$ cat src/rtl/counter.sv
// N-bit up/down counter with sync clear, parallel load and a one-cycle overflow flag.
// Define COUNTER_SATURATE_EN to hold at the limits instead of wrapping modulo 2^N.
module counter #(
  parameter int N      = 20,
  parameter int LOAD_W = 16
) (
  input  logic              clk,
  input  logic              rst_n,
  input  logic              clr,
  input  logic              en,
  input  logic              dir,
  input  logic              load,
  input  logic [LOAD_W-1:0] load_val,
  output logic [N-1:0]      count,
  output logic              overflow
);

  localparam logic [N-1:0] ZERO = '0;
  localparam logic [N-1:0] MAX  = '1;
  localparam logic [N-1:0] ONE  = {{(N-1){1'b0}}, 1'b1};

  logic at_limit;

  // A step in the current direction would cross 0 (down) or 2^N-1 (up).
  assign at_limit = dir ? (count == ZERO) : (count == MAX);

  function automatic logic [N-1:0] step_val(input logic [N-1:0] c, input logic d,
                                            input logic lim);
`ifdef COUNTER_SATURATE_EN
    if (lim) return c;
`else
    if (lim) return d ? MAX : ZERO;
`endif
    return d ? (c - ONE) : (c + ONE);
  endfunction

  always_ff @(posedge clk or negedge rst_n) begin
    if (!rst_n) begin
      count    <= ZERO;
      overflow <= 1'b0;
    end else if (clr) begin
      count    <= ZERO;
      overflow <= 1'b0;
    end else if (load) begin
      count    <= N'(load_val);
      overflow <= 1'b0;
    end else if (en) begin
      count    <= step_val(count, dir, at_limit);
      overflow <= at_limit;
    end else begin
      overflow <= 1'b0;
    end
  end

endmodule

$ cat config.mk
export PLATFORM = sky130hd
export DESIGN_NAME = counter
export DESIGN_NICKNAME = d
export VERILOG_FILES = /design/src/rtl/counter.sv
export SDC_FILE = /design/constraint.sdc
export NUM_CORES = 1
export LEC_CHECK = 0
export ABC_AREA = 0
export ABC_CLOCK_PERIOD_IN_PS = 3300
export BUFFER_PORTS_ARGS = -buffer_cell sky130_fd_sc_hd__buf_2
export CELL_PAD_IN_SITES_DETAIL_PLACEMENT = 2
export CELL_PAD_IN_SITES_GLOBAL_PLACEMENT = 2
export CORE_MARGIN = 1
export CORE_UTILIZATION = 31
export DETAILED_ROUTE_END_ITERATION = 8
export HOLD_SLACK_MARGIN = 0.05
export PLACE_DENSITY = 0.86
export SLEW_MARGIN = 20
export SYNTH_ARGS = -nofsm -noshare
export SYNTH_HDL_FRONTEND = slang
export SYNTH_SLANG_ARGS = --single-unit
$ cat constraint.sdc
create_clock -name clk -period 3.3 [get_ports clk]
set_input_delay 0.33 -clock clk [delete_from_list [all_inputs] [get_ports clk]]
set_output_delay 0.33 -clock clk [all_outputs]
set_load 0.05 [all_outputs]
==> results of run 1 <==
## metrics by stage
step	area (um2)	utilization	power, mW
after floorplan	1970	-	0.617
after global placement	2270	0.377	0.730
after detailed placement	2270	0.377	0.746
after CTS	2330	0.386	0.931
after global routing	2330	0.386	0.980
final	2330	0.386	0.923
## worst paths after layout
| path | from | endpoint | slack, ps | cells past startpoint |
|---|---|---|---|---|
| worst max-delay path | count[4] | count[19] | 410 | 10 |
| worst min-delay path | load_val[2] | count[2] | 300 | 3 |
| worst max register to register | count[4] | count[19] | 410 | 10 |
| worst min register to register | count[17] | count[17] | 590 | 2 |
| max in group asynchronous | rst_n | count[7] | 2390 | 2 |
| min in group asynchronous | rst_n | count[14] | 560 | 2 |
## state kept, by name, indices dropped and copies added, names as in the netlist
signal    count
count        20
overflow      1
## cell type report
class	instances	share of cell area
inverters	4	0.00645
well taps	75	0.0403
repair buffers	47	0.108
multi-input cells	215	0.601
flip-flops and latches	21	0.226
clock buffers	4	0.0194
## Yosys cell counts, types with 2 or more instances
library cell / number / area share
o21bai_1: 2 / 0.0076
o211ai_1: 5 / 0.019
ha_1: 18 / 0.11
a221oi_2: 2 / 0.015
nor2_1: 27 / 0.051
xor2_1: 7 / 0.031
o21ai_0: 20 / 0.051
a22o_1: 3 / 0.013
xnor2_1: 11 / 0.049
nand3_1: 3 / 0.0076
nand2_1: 24 / 0.046
clkbuf_1: 8 / 0.015
o21ai_1: 9 / 0.023
and2_1: 3 / 0.0095
a21oi_2: 2 / 0.0089
o21a_1: 2 / 0.0076
and3_1: 9 / 0.029
inv_1: 4 / 0.0076
dfrtp_1: 21 / 0.27
a21oi_1: 30 / 0.076
a21o_1: 8 / 0.030
nor3_1: 6 / 0.015
nand4_1: 5 / 0.016
nor4_1: 4 / 0.013
a31oi_1: 2 / 0.0063
## where the power goes
group / switching (mW) / internal [mW]
Sequential: 0.0350 / 0.277
Clock: 0.0954 / 0.0863
Combinational: 0.275 / 0.154
Total: 0.406 / 0.518
## critical path, stage by stage, from the launching register on
cell      delay, ps
dfrtp_1         460
ha_1            370
a21o_1          240
a221oi_2        240
o21ai_1         130
a221o_1         380
a31oi_1         220
a21oi_1         130
a21oi_2         180
xor2_1           90
a311o_1         350
## layout by cell type (no fill, tap or decap), types with 2 or more instances in the layout
cell / n
a21o_1: 8
a21oi_1: 30
a21oi_2: 2
a221oi_2: 2
a22o_1: 3
a31oi_1: 2
and2_1: 3
and3_1: 9
buf_2: 42
buf_4: 4
clkbuf_8: 3
dfrtp_1: 21
ha_1: 18
inv_1: 4
nand2_1: 24
nand3_1: 3
nand4_1: 5
nor2_1: 27
nor3_1: 6
nor4_1: 4
o211ai_1: 5
o21a_1: 2
o21ai_0: 20
o21ai_1: 9
o21bai_1: 2
xnor2_1: 11
xor2_1: 7
## logic make-up (layout without fill, tap and decap cells)
group | after synthesis | in the layout | share of synthesized area
and+or+nand+nor | 87 | 87 | 0.209
muxes | 1 | 1 | 0.00508
adders and majority gates | 19 | 19 | 0.124
DFF | 21 | 21 | 0.266
xor gates and xnor gates | 18 | 18 | 0.0799
AOI/OAI and AO/OA | 90 | 90 | 0.290
buffers and inverters | 13 | 55 | 0.0247
## routing by layer
| layer | wire [um] | track usage | vias to the layer above |
|---|---|---|---|
| li1 | - | - | 1004 |
| met1 | 3270 | 0.289 | 1082 |
| met2 | 3630 | 0.426 | 48 |
| met3 | 189 | 0.0289 | 14 |
| met4 | 120 | 0.0772 | 0 |
| met5 | 0 | 0 | - |
## timing repair
item | CTS | global route
setup endpoints to repair | 0 | 0
hold endpoints to repair | 21 | 0
buffers inserted | 0 | 0
hold buffers | 1 | 0
==> results by group, run 1 <==
Timing
  • Final Cycle Share: 0.877
  • Setup violators final: 0
  • Pins Over Slew Limit: 0
  • Setup TNS: 0 ps
  • Min Tclk post-route: just under 3000 ps
  • Hold Vio Cnt, Final: 0
  • RSZ-0062 raised after global routing: no
  • Peak Freq: 0.345 GHz
  • Worst-margin pin slew: roughly 820 ps
  • Final setup margin: 405 ps
  • Clk_skew: 2.89 ps
  • Min Hold Slack: 300 ps
  • Relative slew slack: 0.448

Worst setup path
  • Critical path class: reg -> reg
  • Critical path required time: ~3500 ps
  • Critical Path End Type: flip-flop
  • CP startpoint kind: flip-flop
  • Max FO, Critical Path: 5
  • Critical Path AT: 3050 ps

Final layout
  • Multi-input logic area: around 0.0014 mm2
  • Layout cells sized above 1: 0.196
  • # fillers: 754
  • Diodes inserted: 0
  • Area Overhead vs Synth: 18.0%
  • Nets@finish: 333
  • Fin cells: approximately 370
  • FF+latch area: 526 um2

Floorplanning
  • Initial Utilization: 0.327
  • Site Rows: 28
  • IO Count: 43
  • Die area: 0.00668 mm2
  • Die Width: 81.8 um
  • Chip height: 81.8 um
  • Core area: 0.00603 mm2

Routing
  • Post-DRT Antenna Nets: 0
  • DRT Pass-1 Iters: 4
  • DR iter-0 viols: 66
  • Final WL: slightly above 7000 um
  • Via Count: 2148
  • Drt wl/cell: 19.7 um
  • Via density: about 6
  • Post-route DRC violation count: 0

Synth
  • Distinct cells, synth: 39
  • Post-Syn Area: slightly below 0.002 mm2
  • Syn_area_per_cell: between 7 and 8 um2
  • Syn. warnings: 0
  • FF+latch count, synth: 21
  • Gate Count Post-Synth: 249
  • EDFF count, synth: 0
  • Async SR Flop Fraction: 1.00
  • Syn_nets: a little under 300
  • Synth Flop Type: dfrtp_1
  • Register area share after synthesis: 0.266

Placed design
  • Post-Place Setup Slack: 254 ps
  • DP HPWL: approximately 5600 um
  • PortBufs: 42
  • Dpl cells: 361
  • GPL Wtd Cong: between 0.8 and 0.9

Global route
  • First-pass GRT wire length: roughly 12000 um
  • Largest net degree at the start of global routing: 26
  • Initial antenna violation count: 0
  • Gr usage total: 0.237
  • Via count of the first global-routing pass: 2296
  • Gr ovfl total: 0

Clock network
  • CTS H-tree depth: 1
  • CTS Buf Count: 3
  • Clk slew on worst S/H paths: approximately 90 ps
  • Post-CTS Resized: 0
  • Clock Sinks: 21
  • CTS tree: built
  • Clock Latency Late Sink: 270 ps
  • Root Buffer: clkbuf_8
  • CTS max path bufs: 2

Power
  • Maximum vdd drop: 0.173 mV
  • Pwr/cell area: a little under 400 mW/mm2
  • P_leak: 1.15 nW

Run
  • Maxcap violations: 0

Run status
  • Status: completed

Worst hold path
  • HP Class: in -> reg
Power figures use the tool's default switching activity.
==> run 2: changes to the inputs <==
Settings changed: REMOVE_ABC_BUFFERS set to 1.
==> run 2 against run 1 <==
Against the previous run: count of clock-buffer cells in the layout did not move; first-iteration DRC count rose by 45%; core utilization fell by 0.12 points; non-clock buffer count fell by 1; via count fell by 0.61%; largest power group unchanged; final cell count fell by 0.27%; worst hold slack barely moved; fmax rose by 0.20%; total power barely moved.
==> results by group, run 2 (same netlist as run 1, synthesis figures left out) <==
Run status
  • Status: completed (unchanged)

Floorplanning
  • Initial Utilization: 0.327 (unchanged)
  • Core area: 0.00603 mm2 (unchanged)
  • Chip height: 81.8 um (unchanged)
  • Die Width: 81.8 um (unchanged)
  • IO Count: 43 (unchanged)
  • Die area: 0.00668 mm2 (unchanged)
  • Site Rows: 28 (unchanged)

Worst setup path
  • Buffer and inverter count on the worst path: 0 (unchanged)
  • Critical Path End Type: flip-flop (unchanged)
  • Critical path required time: 3460 ps (was 3450 ps)
  • CP dominant cell by count: a21o_1
  • Max FO, Critical Path: 6 (was 5)
  • FF-to-FF setup slack: 410 ps (about the same)
  • Worst r2r src: count[0] (was count[4])
  • Logic depth of the worst path, buffers included: 10 (unchanged)
  • Critical Path AT: 3050 ps (about the same)
  • Critical path class: reg -> reg (unchanged)
  • CP startpoint kind: flip-flop (unchanged)
  • Worst path max stage delay: 470 ps (was 460 ps)
  • Crit path cell chain: fa_1 > a21o_1 > a221oi_2 > a211oi_2 > o31ai_4 > o21ai_2 > a21o_1 > a21oi_2 > xor2_1 > a21oi_1 (was ha_1 > a21o_1 > a221oi_2 > o21ai_1 > a221o_1 > a31oi_1 > a21oi_1 > a21oi_2 > xor2_1 > a311o_1)
  • Crit path to: count[18] (was count[19])
  • Slowest cell on crit path: dfrtp_1 (unchanged)
  • Family with the most delay on the worst path: compound AO/OA/AOI/OAI gates (unchanged)
  • Reg-to-reg critical path endpoint: count[18] (was count[19])
  • Critical Path Start: count[0] (was count[4])
  • Worst reg-to-reg path cell count: 10 (unchanged)

Timing
  • Setup violators final: 0 (unchanged)
  • Final Cycle Share: 0.875 (was 0.877)
  • Min Hold Slack: 300 ps (about the same)
  • Hold Vio Cnt, Final: 0 (unchanged)
  • Pins Over Slew Limit: 0 (unchanged)
  • Peak Freq: 0.346 GHz (was 0.345 GHz)
  • Setup TNS: 0 ps (unchanged)
  • RSZ-0062 raised after global routing: no (unchanged)
  • Worst-margin pin slew: 1020 ps (was 822 ps)
  • Relative slew slack: 0.312 (was 0.448)
  • Clk_skew: 5.37 ps (was 2.89 ps)
  • Min Tclk post-route: 2890 ps (about the same)

Routing
  • Via density: 5.85 (was 5.87)
  • Post-DRT Antenna Nets: 0 (unchanged)
  • DR iter-0 viols: 96 (was 66)
  • DRT Pass-1 Iters: 4 (unchanged)
  • Post-route DRC violation count: 0 (unchanged)
  • Drt wl/cell: 20.4 um (was 19.7 um)
  • Via Count: 2135 (was 2148)
  • Final WL: 7430 um (was 7210 um)

Clock network
  • CTS tree: built (unchanged)
  • CTS max path bufs: 2 (unchanged)
  • Setup Buffers After CTS: 0 (unchanged)
  • Clk slew on worst S/H paths: 90 ps (about the same)
  • Clock Latency Late Sink: 270 ps (about the same)
  • Clock Sinks: 21 (unchanged)
  • Root Buffer: clkbuf_8 (unchanged)
  • CTS Buf Count: 3 (unchanged)
  • CTS H-tree depth: 1 (unchanged)

Global route
  • Gr usage total: 0.244 (was 0.237)
  • Via count of the first global-routing pass: 2330 (was 2296)
  • Initial antenna violation count: 0 (unchanged)
  • Gr ovfl total: 0 (unchanged)
  • Largest net degree at the start of global routing: 26 (unchanged)
  • First-pass GRT wire length: 12100 um (was 11900 um)

Final layout
  • Commonest cells after routing, fill and taps aside: buf_2, a21oi_1, nor2_1 (unchanged)
  • Area Overhead vs Synth: 17.6% (was 18.0%)
  • # fillers: 715 (was 754)
  • Multi-input logic area: 0.00140 mm2 (unchanged)
  • Largest Register: count (unchanged)
  • Nets@finish: 332 (was 333)
  • FF+latch area: 526 um2 (unchanged)
  • Max reg flops: 20 (unchanged)
  • Layout cells sized above 1: 0.193 (was 0.196)
  • Most common cell after layout, fill and taps aside: buf_2 (unchanged)
  • Diodes inserted: 0 (unchanged)
  • Regs by FF count: count x20, overflow x1 (unchanged)

Worst hold path
  • HP Class: in -> reg (unchanged)

Power
  • Pwr/cell area: 398 mW/mm2 (was 397 mW/mm2)
  • Net Switching: 0.410 mW (was 0.406 mW)
  • Maximum vdd drop: 0.197 mV (was 0.173 mV)
  • Sw Ratio: 0.443 (was 0.439)
  • Clk network pwr share: 0.198 (was 0.197)
  • Total power: 0.924 mW (was 0.923 mW)
  • Flop pwr share: 0.339 (was 0.338)
  • Logic pwr share: 0.462 (was 0.465)
  • Int Pwr: 0.514 mW (was 0.518 mW)
  • P_leak: 1.14 nW (was 1.15 nW)

Placed design
  • GPL Wtd Cong: 0.909 (was 0.878)
  • DP HPWL: 5600 um (was 5590 um)
  • PortBufs: 42 (unchanged)

Run
  • Maxcap violations: 0 (unchanged)
run 2: changes by cell type in the layout (fill, tap and decap cells not counted), sizes merged:
cell | before | now
buf | 46 | 45
run 2: stage by stage:
| step | worst slack, ps | utilization | cell area (um2) | cells |
|---|---|---|---|---|
| after floorplan | 450 | - | 1940 | 240 |
| after global routing | 229 | 0.385 | 2320 | 365 |
| after detailed placement | 320 | 0.376 | 2260 | 360 |
| after global placement | 462 | 0.376 | 2260 | 360 |
| after CTS | 381 | 0.385 | 2320 | 365 |
| final | 411 | 0.385 | 2320 | 365 |
run 2: area by class of cell:
class | instances | area share
multi-input combinational | 215 | 0.602
tap | 75 | 0.0405
inverter | 4 | 0.00647
sequential | 21 | 0.227
timing repair buffer | 46 | 0.105
clock buffer | 4 | 0.0194
run 2: power groups by stage:
stage	registers, mW	clock network [mW]	logic [mW]
detailed placement	0.317	0	0.424
finish	0.314	0.183	0.427
CTS	0.313	0.191	0.429
floorplan	0.379	0	0.230
global placement	0.315	0	0.404
global route	0.317	0.198	0.468
run 2: timing repair:
item | in CTS | in global routing
hold endpoints to repair | 11 | 0
hold buffers | 1 | 0
endpoints found under the setup margin | 0 | 0
resized for setup | 0 | 0
run 2: routing by layer:
layer  GRT usage  routed length (um)  up-vias  part of all wire
li1            -                   -     1001                 -
met1       0.305                3390     1081              0.46
met2       0.438                3680       41              0.50
met3      0.0233                 225       12             0.030
met4      0.0737                 131        0             0.018
met5           0                   0        -                 0
run 2: worst min path at each step:
| stage | startpoint | to | slack, ps | cells after the start |
|---|---|---|---|---|
| final | load_val[1] | count[1] | 300 | 3 |
| after global routing | load_val[2] | count[2] | 320 | 3 |
| after CTS | load_val[1] | count[1] | 300 | 3 |
| after detailed placement | rst_n | count[17] | 350 | 1 |
| after global placement | rst_n | count[17] | 350 | 1 |
| after floorplan | rst_n | count[0] | 30 | 0 |
run 2: worst min-delay path, cell delays in order:
cell and delay (ps):
buf_2 80, a21oi_1 60, nor2_1 70
